**src/rtl/fetch_sequencer_pkg.sv**
```systemverilog
// Shared constants and encodings for the IF-stage fetch sequencer.
package fetch_sequencer_pkg;

  localparam logic [31:0] RESET_PC        = 32'h0000_3000;
  localparam logic [31:0] EXC_VECTOR_DFLT = 32'h0000_4180;

  typedef enum logic [1:0] {
    ST_IDLE     = 2'd0,
    ST_FETCH    = 2'd1,
    ST_MEM_WAIT = 2'd2,
    ST_DRAIN    = 2'd3
  } state_e;

  typedef enum logic [1:0] {
    RK_NONE   = 2'd0,
    RK_BRANCH = 2'd1,
    RK_ERET   = 2'd2,
    RK_EXC    = 2'd3
  } redir_kind_e;

endpackage

```
**src/rtl/fetch_sequencer_redirect_holder.sv**
```systemverilog
// Holds a redirect that could not be applied yet, plus a deferred exception.
module fetch_sequencer_redirect_holder
  import fetch_sequencer_pkg::*;
(
  input  logic        clk,
  input  logic        reset,
  input  logic        exc_taken,
  input  logic        exc_defer,
  input  redir_kind_e load_kind,
  input  logic [31:0] load_addr,
  input  logic        consume,
  output logic        pending_valid,
  output logic        pending_exc,
  output logic [31:0] pending_addr
);

  logic        valid_q, valid_d;
  logic        is_eret_q, is_eret_d;
  logic        exc_q, exc_d;
  logic [31:0] addr_q, addr_d;
  logic        load_ok;

  // An eret always wins the slot; a branch may not displace a held eret.
  assign load_ok = (load_kind == RK_ERET) ||
                   ((load_kind == RK_BRANCH) && !(valid_q && is_eret_q));

  always_comb begin
    valid_d   = valid_q;
    is_eret_d = is_eret_q;
    exc_d     = exc_q;
    addr_d    = addr_q;
    if (exc_taken) begin
      valid_d   = 1'b0;
      is_eret_d = 1'b0;
      exc_d     = 1'b0;
      addr_d    = '0;
    end else begin
      if (exc_defer) exc_d = 1'b1;
      if (consume) valid_d = 1'b0;
      if (load_ok) begin
        valid_d   = 1'b1;
        is_eret_d = (load_kind == RK_ERET);
        addr_d    = load_addr;
      end
    end
  end

  always_ff @(posedge clk or negedge reset) begin
    if (!reset) begin
      valid_q   <= 1'b0;
      is_eret_q <= 1'b0;
      exc_q     <= 1'b0;
      addr_q    <= '0;
    end else begin
      valid_q   <= valid_d;
      is_eret_q <= is_eret_d;
      exc_q     <= exc_d;
      addr_q    <= addr_d;
    end
  end

  assign pending_valid = valid_q;
  assign pending_exc   = exc_q;
  assign pending_addr  = addr_q;

endmodule

```
**src/rtl/fetch_sequencer.sv**
```systemverilog
// IF-stage control: redirect arbitration, imem handshake sequencing and
// post-exception drain.
//   state    | meaning
//   IDLE     | first cycle after reset release, IF PC holds reset value
//   FETCH    | imem returned last cycle, normal fetch
//   MEM_WAIT | imem has not returned for the current PC yet
//   DRAIN    | flushing wrong-path instructions after an exception
module fetch_sequencer
  import fetch_sequencer_pkg::*;
#(
  parameter logic [31:0] EXC_VECTOR   = EXC_VECTOR_DFLT,
  parameter int unsigned DRAIN_CYCLES = 2,
  parameter int unsigned CNT_W        = 2
) (
  input  logic        clk,
  input  logic        reset,
  input  logic        stall,
  input  logic        imem_ready,
  output logic        imem_req,
  input  logic        branch_valid,
  input  logic [31:0] branch_target,
  input  logic        id_is_branch,
  input  logic [31:0] id_PC,
  input  logic        exc_req,
  input  logic        eret_req,
  input  logic [31:0] EPC_in,
  output logic        PC_enable,
  output logic        PC_jump_select,
  output logic [31:0] jump_addr,
  output logic        handle_exception,
  output logic        delay_slot,
  output logic [31:0] last_PC,
  output logic        flush,
  output logic        busy
);

  localparam logic [CNT_W-1:0] DRAIN_LOAD = CNT_W'(DRAIN_CYCLES);
  localparam logic [CNT_W-1:0] CNT_ONE    = CNT_W'(1);

  state_e           state_q, state_d;
  logic [CNT_W-1:0] drain_cnt_q, drain_cnt_d;
  logic             hold_q, hold_d;
  logic [31:0]      last_pc_q, last_pc_d;

  logic        pend_valid, pend_exc;
  logic [31:0] pend_addr;
  logic        exc_taken, exc_defer, consume;
  redir_kind_e load_kind;

  logic        fetch_en, redir_req;
  logic [31:0] redir_addr, live_pc;

  assign fetch_en   = imem_ready & ~stall;
  assign redir_req  = eret_req | branch_valid;
  assign redir_addr = eret_req ? EPC_in : branch_target;
  // While ID was frozen last cycle, keep presenting the PC captured on entry.
  assign live_pc    = hold_q ? last_pc_q : id_PC;

  always_comb begin
    state_d          = state_q;
    drain_cnt_d      = drain_cnt_q;
    imem_req         = 1'b0;
    PC_enable        = 1'b0;
    PC_jump_select   = 1'b0;
    jump_addr        = '0;
    handle_exception = 1'b0;
    flush            = 1'b0;
    exc_taken        = 1'b0;
    exc_defer        = 1'b0;
    consume          = 1'b0;
    load_kind        = RK_NONE;
    case (state_q)
      ST_IDLE: begin
        exc_defer = exc_req;
        state_d   = ST_FETCH;
      end
      ST_FETCH, ST_MEM_WAIT: begin
        imem_req  = 1'b1;
        PC_enable = fetch_en;
        state_d   = imem_ready ? ST_FETCH : ST_MEM_WAIT;
        if (exc_req || pend_exc) begin
          PC_enable        = 1'b1;
          handle_exception = 1'b1;
          flush            = 1'b1;
          jump_addr        = EXC_VECTOR;
          exc_taken        = 1'b1;
          drain_cnt_d      = DRAIN_LOAD;
          state_d          = ST_DRAIN;
        end else if (redir_req) begin
          if (fetch_en) begin
            PC_jump_select = 1'b1;
            jump_addr      = redir_addr;
            consume        = 1'b1;
          end else begin
            load_kind = eret_req ? RK_ERET : RK_BRANCH;
          end
        end else if (pend_valid && fetch_en) begin
          PC_jump_select = 1'b1;
          jump_addr      = pend_addr;
          consume        = 1'b1;
        end
      end
      ST_DRAIN: begin
        imem_req  = 1'b1;
        flush     = 1'b1;
        PC_enable = fetch_en;
        if (exc_req) begin
          PC_enable        = 1'b1;
          handle_exception = 1'b1;
          jump_addr        = EXC_VECTOR;
          exc_taken        = 1'b1;
          drain_cnt_d      = DRAIN_LOAD;
        end else if (fetch_en) begin
          drain_cnt_d = drain_cnt_q - CNT_ONE;
          if (drain_cnt_q == CNT_ONE) state_d = imem_ready ? ST_FETCH : ST_MEM_WAIT;
        end
      end
      default: state_d = ST_IDLE;
    endcase
  end

  assign hold_d    = stall;
  assign last_pc_d = live_pc;

  always_ff @(posedge clk or negedge reset) begin
    if (!reset) begin
      state_q     <= ST_IDLE;
      drain_cnt_q <= '0;
      hold_q      <= 1'b0;
      last_pc_q   <= '0;
    end else begin
      state_q     <= state_d;
      drain_cnt_q <= drain_cnt_d;
      hold_q      <= hold_d;
      last_pc_q   <= last_pc_d;
    end
  end

  fetch_sequencer_redirect_holder u_holder (
    .clk           (clk),
    .reset         (reset),
    .exc_taken     (exc_taken),
    .exc_defer     (exc_defer),
    .load_kind     (load_kind),
    .load_addr     (redir_addr),
    .consume       (consume),
    .pending_valid (pend_valid),
    .pending_exc   (pend_exc),
    .pending_addr  (pend_addr)
  );

  assign delay_slot = (state_q != ST_IDLE) & id_is_branch & ~flush;
  assign last_PC    = (state_q == ST_IDLE) ? '0 : live_pc;
  assign busy       = (state_q != ST_FETCH);

endmodule

```
**config.mk**
```make
export PLATFORM = sky130hd
export DESIGN_NAME = fetch_sequencer
export DESIGN_NICKNAME = d
export VERILOG_FILES = /design/src/rtl/fetch_sequencer_pkg.sv /design/src/rtl/fetch_sequencer_redirect_holder.sv /design/src/rtl/fetch_sequencer.sv
export SDC_FILE = /design/constraint.sdc
export NUM_CORES = 1
export LEC_CHECK = 0
export CELL_PAD_IN_SITES_DETAIL_PLACEMENT = 1
export CELL_PAD_IN_SITES_GLOBAL_PLACEMENT = 1
export CORE_MARGIN = 2
export CORE_UTILIZATION = 35
export CTS_CLUSTER_DIAMETER = 40
export CTS_CLUSTER_SIZE = 16
export DETAILED_ROUTE_END_ITERATION = 6
export GPL_TIMING_DRIVEN = 0
export PLACE_DENSITY_LB_ADDON = 0.3
export SYNTH_ARGS = -nofsm -noshare
export SYNTH_HDL_FRONTEND = slang
export SYNTH_SLANG_ARGS = --single-unit
export TNS_END_PERCENT = 20
```
**constraint.sdc**
```tcl
create_clock -name clk -period 3.63 [get_ports clk]
set_input_delay 0.726 -clock clk [delete_from_list [all_inputs] [get_ports clk]]
set_output_delay 0.726 -clock clk [all_outputs]
set_load 0.01 [all_outputs]
```
==> After elaboration in Yosys (flattened, before gate mapping) <==
Cells that the tools add are included.
{ "totals": {"reg_bits": 72, "out_inout_bits": 71, "input_bits": 104, "elab_cells": 90} }
{ "classes": {"add_sub_neg": 1, "reduce_logical": 16, "eq_ne": 12, "mux": 47, "n_bitwise": 6} }
{ "op_table": {"columns": ["operator", "n"], "rows": [
  ["two-way mux 32 bit", 9],
  ["one-hot mux 32 bit (2 select lines)", 1],
  ["two-way mux 2 bit", 13],
  ["two-way mux 1 bit", 18],
  ["two-way mux 15 bit", 1],
  ["!= test 2 bit (second input constant)", 4],
  ["nonzero test 2 bit", 4],
  ["== test 2 x 1 -> 1 bit (second input constant)", 3],
  ["== test 2 bit (second input constant)", 3],
  ["one-hot mux 1 bit (2 select lines)", 3],
  ["one-hot mux 2 bit (3 select lines)", 1],
  ["AND reduction 3 bit", 2],
  ["one-hot mux 2 bit (2 select lines)", 1],
  ["bitwise AND 1 bit", 3],
  ["logical AND 1 bit", 3],
  ["!= test 3 bit (second input constant)", 1],
  ["nonzero test 3 bit", 1],
  ["OR reduction 3 bit", 1],
  ["zero test 2 bit", 1],
  ["logical OR 1 bit", 2],
  ["!= test 2 x 1 -> 1 bit (second input constant)", 1],
  ["inverter 1 bit", 2],
  ["OR reduction 2 bit", 1],
  ["subtractor 2 x 1 -> 2 bit (second input constant)", 1],
  ["other kinds (2)", 2]
]} }

==> Depth between registers and ports, before layout <==
{ "depth": {"ltp_word": 11, "mapped_depth": 8, "ltp_nobuf": 6} }

==> Modules after synthesis <==
Synthesis repeated with hierarchy kept, for this count alone.
{ "unflattened": {"cells_unflattened": 442, "hier_area_um2": 4449.3} }
{ "by_module_without_submodules": {"columns": ["mod", "seq_area_each_um2", "n_inst", "area_each_um2", "cells_per_inst"], "rows": [
  ["fetch_sequencer", 925.9, 1, 2937.8, 320],
  ["fetch_sequencer_redirect_holder", 875.8, 1, 1511.4, 122]
]} }

==> Worst setup path after synthesis <==
No wires, ideal clock.
{ "synth_timing": {"path_type": "input -> output", "startpoint": "input eret_req", "endpoint": "output jump_addr[14]", "slack_ns": 1.148, "required_ns": 2.904, "cell_stages": 7, "t_arrival_ns": 1.756, "n_path_buf": 3, "cell_sequence": "buf_4 > nor2_1 > and3_1 > buf_2 > buf_2 > a221oi_1 > nor2_1"} }
{ "synth_via": {"elab_chain_cells": 5, "word_cells_on_any_way": 6, "classes_between": "5 x mux; 1 x bitwise"} }
{ "synth_lines": {"columns": ["item", "line", "source"], "rows": [
  ["start, declared", "fetch_sequencer.sv:25", "input logic eret_req,"],
  ["two-way mux 32 bit", "fetch_sequencer.sv:55", "assign redir_addr = eret_req ? EPC_in : branch_target;"],
  ["two-way mux 32 bit", "fetch_sequencer.sv:90", "if (fetch_en) begin"],
  ["two-way mux 32 bit *", "fetch_sequencer.sv:89", "end else if (redir_req) begin"],
  ["two-way mux 32 bit *", "fetch_sequencer.sv:81", "if (exc_req || pend_exc) begin"],
  ["one-hot mux 32 bit (2 select lines) *", "fetch_sequencer.sv:72", "case (state_q)"],
  ["end, declared", "fetch_sequencer.sv:29", "output logic [31:0] jump_addr,"]
]} }
Every way passes the cells marked *; elsewhere a longest branch is shown, timed or not.

==> Final worst setup path <==
{ "layout_timing": {"startpoint": "input imem_ready", "endpoint": "output jump_addr[14]"} }
{ "layout_via": {"elab_chain_cells": 6, "word_cells_on_any_way": 7, "classes_between": "5 x mux; 1 x bitwise; 1 x reduce/logical"} }
{ "layout_lines": {"columns": ["item", "line", "source"], "rows": [
  ["start, declared", "fetch_sequencer.sv:18", "input logic imem_ready,"],
  ["bitwise AND 1 bit *", "fetch_sequencer.sv:53", "assign fetch_en = imem_ready & ~stall;"],
  ["logical AND 1 bit", "fetch_sequencer.sv:97", "end else if (pend_valid && fetch_en) begin"],
  ["two-way mux 32 bit", "fetch_sequencer.sv:97", null],
  ["two-way mux 32 bit *", "fetch_sequencer.sv:89", null],
  ["two-way mux 32 bit *", "fetch_sequencer.sv:81", null],
  ["one-hot mux 32 bit (2 select lines) *", "fetch_sequencer.sv:72", null]
]} }
Marked as above.

==> impl_summary.txt <==
----------------------------------------------------
[Finish]
  Most common library cell in the layout ignoring fill and taps ... clkdlybuf4s50_1
  Fill cell total of the finished layout ... 1384
  Fraction of final layout cells with drive strength greater than 1 ... 27.4%
  Most used cells in the layout excluding fill and tap cells ... clkdlybuf4s50_1 (170), dfrtp_1 (72), mux2_2 (59)
  Number of antenna diodes ... 0
  Relative area change from synthesis to final layout ... 52.6%
  Number of standard cells in the final layout excluding fillers ... 788
  Post-layout net count ... 724

[Synth]
  Largest cells by area after synthesis ... dfrtp_1 (41%), mux2_2 (15%), o21ai_2 (6.6%)
  Average cell area after synthesis ... 10.3 µm²
  Share of the synthesized area in the top cell type ... 41.0%
  Net count after synthesis ... 537
  Post-synth EDFFs ... 0
  Gate count of the mapped netlist ... 428
  Most used DFF post-synth ... dfrtp_1
  Number of flip-flops and latches in the synthesized netlist ... 72
  Share of synthesized flip-flops with an asynchronous set or reset ... 100%
  Fraction of the yosys area taken by sequential cells ... 41.0%
  Yosys warnings ... 0
  Number of distinct library cells after synthesis ... 40
  Library cell occupying the most area in the post-synthesis netlist ... dfrtp_1
  Synthesized area ... 0.00440 mm²

[STA]
  Setup repair after global routing missed its margin ... yes
  Worst-case hold slack ... 249 ps
  Max transition margin ... 65.5%
  Clock Skew ... 7.25 ps
  Setup TNS ... 0 ps
  Max-slew violation count ... 0
  Final hold vios ... 0
  Final critical-path required period ... 3570 ps
  Peak clock frequency supported by timing ... 0.280 GHz
  Fraction of the cycle the final worst path needs ... 98.3%
  Count of final setup violators ... 0
  Worst Tran Pin Value ... 517 ps

[Worst setup path]
  Reg-to-reg setup timing slack ... 1600 ps
  Critical path arrival ... 2840 ps
  Cells on worst reg2reg path ... 8
  RR Endpoint ... u_holder.pending_addr[17]$_DFFE_PN0P_
  Endpoint class of the critical path ... output pin
  Reg-to-reg critical path startpoint ... state_q[0]$_DFFE_PN0P_
  Required time worst endpoint ... 2900 ps
  Worst setup path class ... in -> out
  Kind of start point of the critical path ... input pin
  CP Max Fanout ... 10

[GRT]
  GRT Total Usage ... 21.5%
  Pin count of the biggest net entering global routing ... 59
  Initial antenna violation count ... 0
  Number of global-route vias before repair ... 4318
  Wire length of the first global-routing pass ... 22200 µm
  Total congestion overflow ... 0

[Floorplan]
  Initial core utilization ... 36.2%
  Site row count ... 40
  Count of boundary I/O pins ... 175
  Horizontal extent of the die ... 116 µm
  Core Footprint ... 0.0122 mm²
  Die H ... 116 µm
  Die Outline Area ... 0.0135 mm²

[CTS]
  CTS max path bufs ... 2
  TritonCTS clock tree ... built
  TritonCTS sink count ... 72
  Hold buffer count at cts ... 0
  Insertion delay of the later-clocked pin in the worst-skew pair ... 340 ps
  Number of buffers created by CTS ... 9
  H-tree depth reported by CTS ... 3
  Root Buffer ... clkbuf_16
  Reg clk slew, reported paths ... 60 ps

[Power]
  Static power due to leakage ... 2.74 nW
  Highest ir drop seen on vdd ... 0.223 mV
  P per Cell Area ... 586 mW/mm²
  Total power consumption of the routed design ... 3.93 mW

[Flow run]
  Max-cap violations ... 0

[Route]
  Iteration-0 DRC Markers ... 148
  Detail-routed via count per cell ... 5.09
  Residual DRC ... 0
  WL per Instance ... 18.3 µm
  Number of antenna-violating nets in the routed design ... 0
  Wire length reported by the detailed router ... 14400 µm
  Total vias in the final route ... 4014
  Number of iterations in the first detailed-routing pass ... 4

[Placed design]
  I/O Buffers ... 173
  Weighted congestion at the end of routability-driven global placement ... 0.801
  Dpl hpwl ... 10800 µm
  Placed Cells ... 770

[Hold path]
  Hold Crit Class ... in -> async

[Run status]
  Result of the run ... finished clean

----------------------------------------------------
[synth_stat cells (2+ instances only)]
cell       n
nor2_1    39
buf_6      8
a211oi_1   2
clkbuf_1   7
a21oi_1   10
buf_2     20
nor2b_1   33
buf_4      3
nand3_1   12
mux2_2    59
dfrtp_1   72
o21ai_0    3
nand2_1   35
nor4_1     2
a221oi_1   3
nand2b_1   3
nand3_2   20
mux2_1     5
inv_1      6
a22oi_1   29
or2_2      2
ha_1       5
o21ai_2   33
[final cells by class]
class / instances / area, µm² / share of cell area, %
Timing Repair Buffer: 176 / 1780 / 26.5
Inverter: 7 / 26.3 / 0.391
Multi-Input combinational cell: 311 / 2340 / 34.9
Buffer: 38 / 268 / 3.99
Sequential cell: 72 / 1800 / 26.8
Clock buffer: 10 / 229 / 3.41
Clock inverter: 6 / 60.1 / 0.895
Tap cell: 168 / 210 / 3.13
[kinds of logic after synthesis]
| logic type | share of synthesized area [%] |
|---|---|
| adder cells (fa/ha/maj) | 1.42 |
| AND/OR/NAND/NOR | 19.6 |
| multiplexers | 16.4 |
| flip-flops | 41.0 |
| AO/OA/AOI/OAI | 15.6 |
| buffers and inverters | 6.03 |
[power breakdown]
group	internal [mW]	leakage, nW	switching [mW]
combinational	0.905	1.70	1.11
sequential	0.944	0.904	0.0915
clock	0.528	0.138	0.353
[worst max path at each step]
stage / from / endpoint / slack (ps) / cells after the start
after floorplan: eret_req / jump_addr[14] / 1150 / 7
final: imem_ready / jump_addr[14] / 60 / 8
after global placement: reset / u_holder.pending_addr[24]$_DFFE_PN0P_ / -810 / 1
after CTS: imem_ready / jump_addr[19] / 0.06 / 8
after detailed placement: imem_ready / jump_addr[21] / -100 / 8
after global routing: imem_ready / jump_addr[21] / -40 / 8
[per-stage QoR]
stage | worst slack (ps) | area, µm² | utilization (%)
6_report | 61.1 | 6710 | 55.2
3_5_place_dp | -104 | 6360 | 52.3
4_1_cts | 0.0564 | 6680 | 54.9
3_3_place_gp | -812 | 6340 | 52.1
5_1_grt | -40.1 | 6710 | 55.2
2_1_floorplan | 1150 | 4400 | -
[layer usage]
metal | wire length [µm] | vias up | GRT usage (%)
li1 | - | 1878 | -
met1 | 5780 | 1989 | 24.3
met2 | 7320 | 130 | 38.4
met3 | 1060 | 17 | 6.38
met4 | 260 | 0 | 8.33
met5 | 0 | - | 0
[repair_timing]
item,CTS,global route
resized for setup,6,10
buffers inserted,1,1
endpoints found under the setup margin,31,26
pin swaps,0,1
endpoints found under the hold margin,0,0
[flip-flops by register name (all words and copies together) (netlist names)]
| name | count |
|---|---|
| last_pc_q | 32 |
| u_holder.is_eret_q | 1 |
| u_holder.pending_valid | 1 |
| hold_q | 1 |
| state_q | 2 |
| drain_cnt_q | 2 |
| u_holder.pending_exc | 1 |
| u_holder.pending_addr | 32 |
[critical path: stages]
cell and delay [ps]:
clkdlybuf4s50_1 540, nor2b_2 220, and3_1 170, buf_2 140, buf_4 200, a221oi_1 110, nor2_1 170, clkdlybuf4s50_1 560
Note: power is estimated with default switching activity, not from simulation.
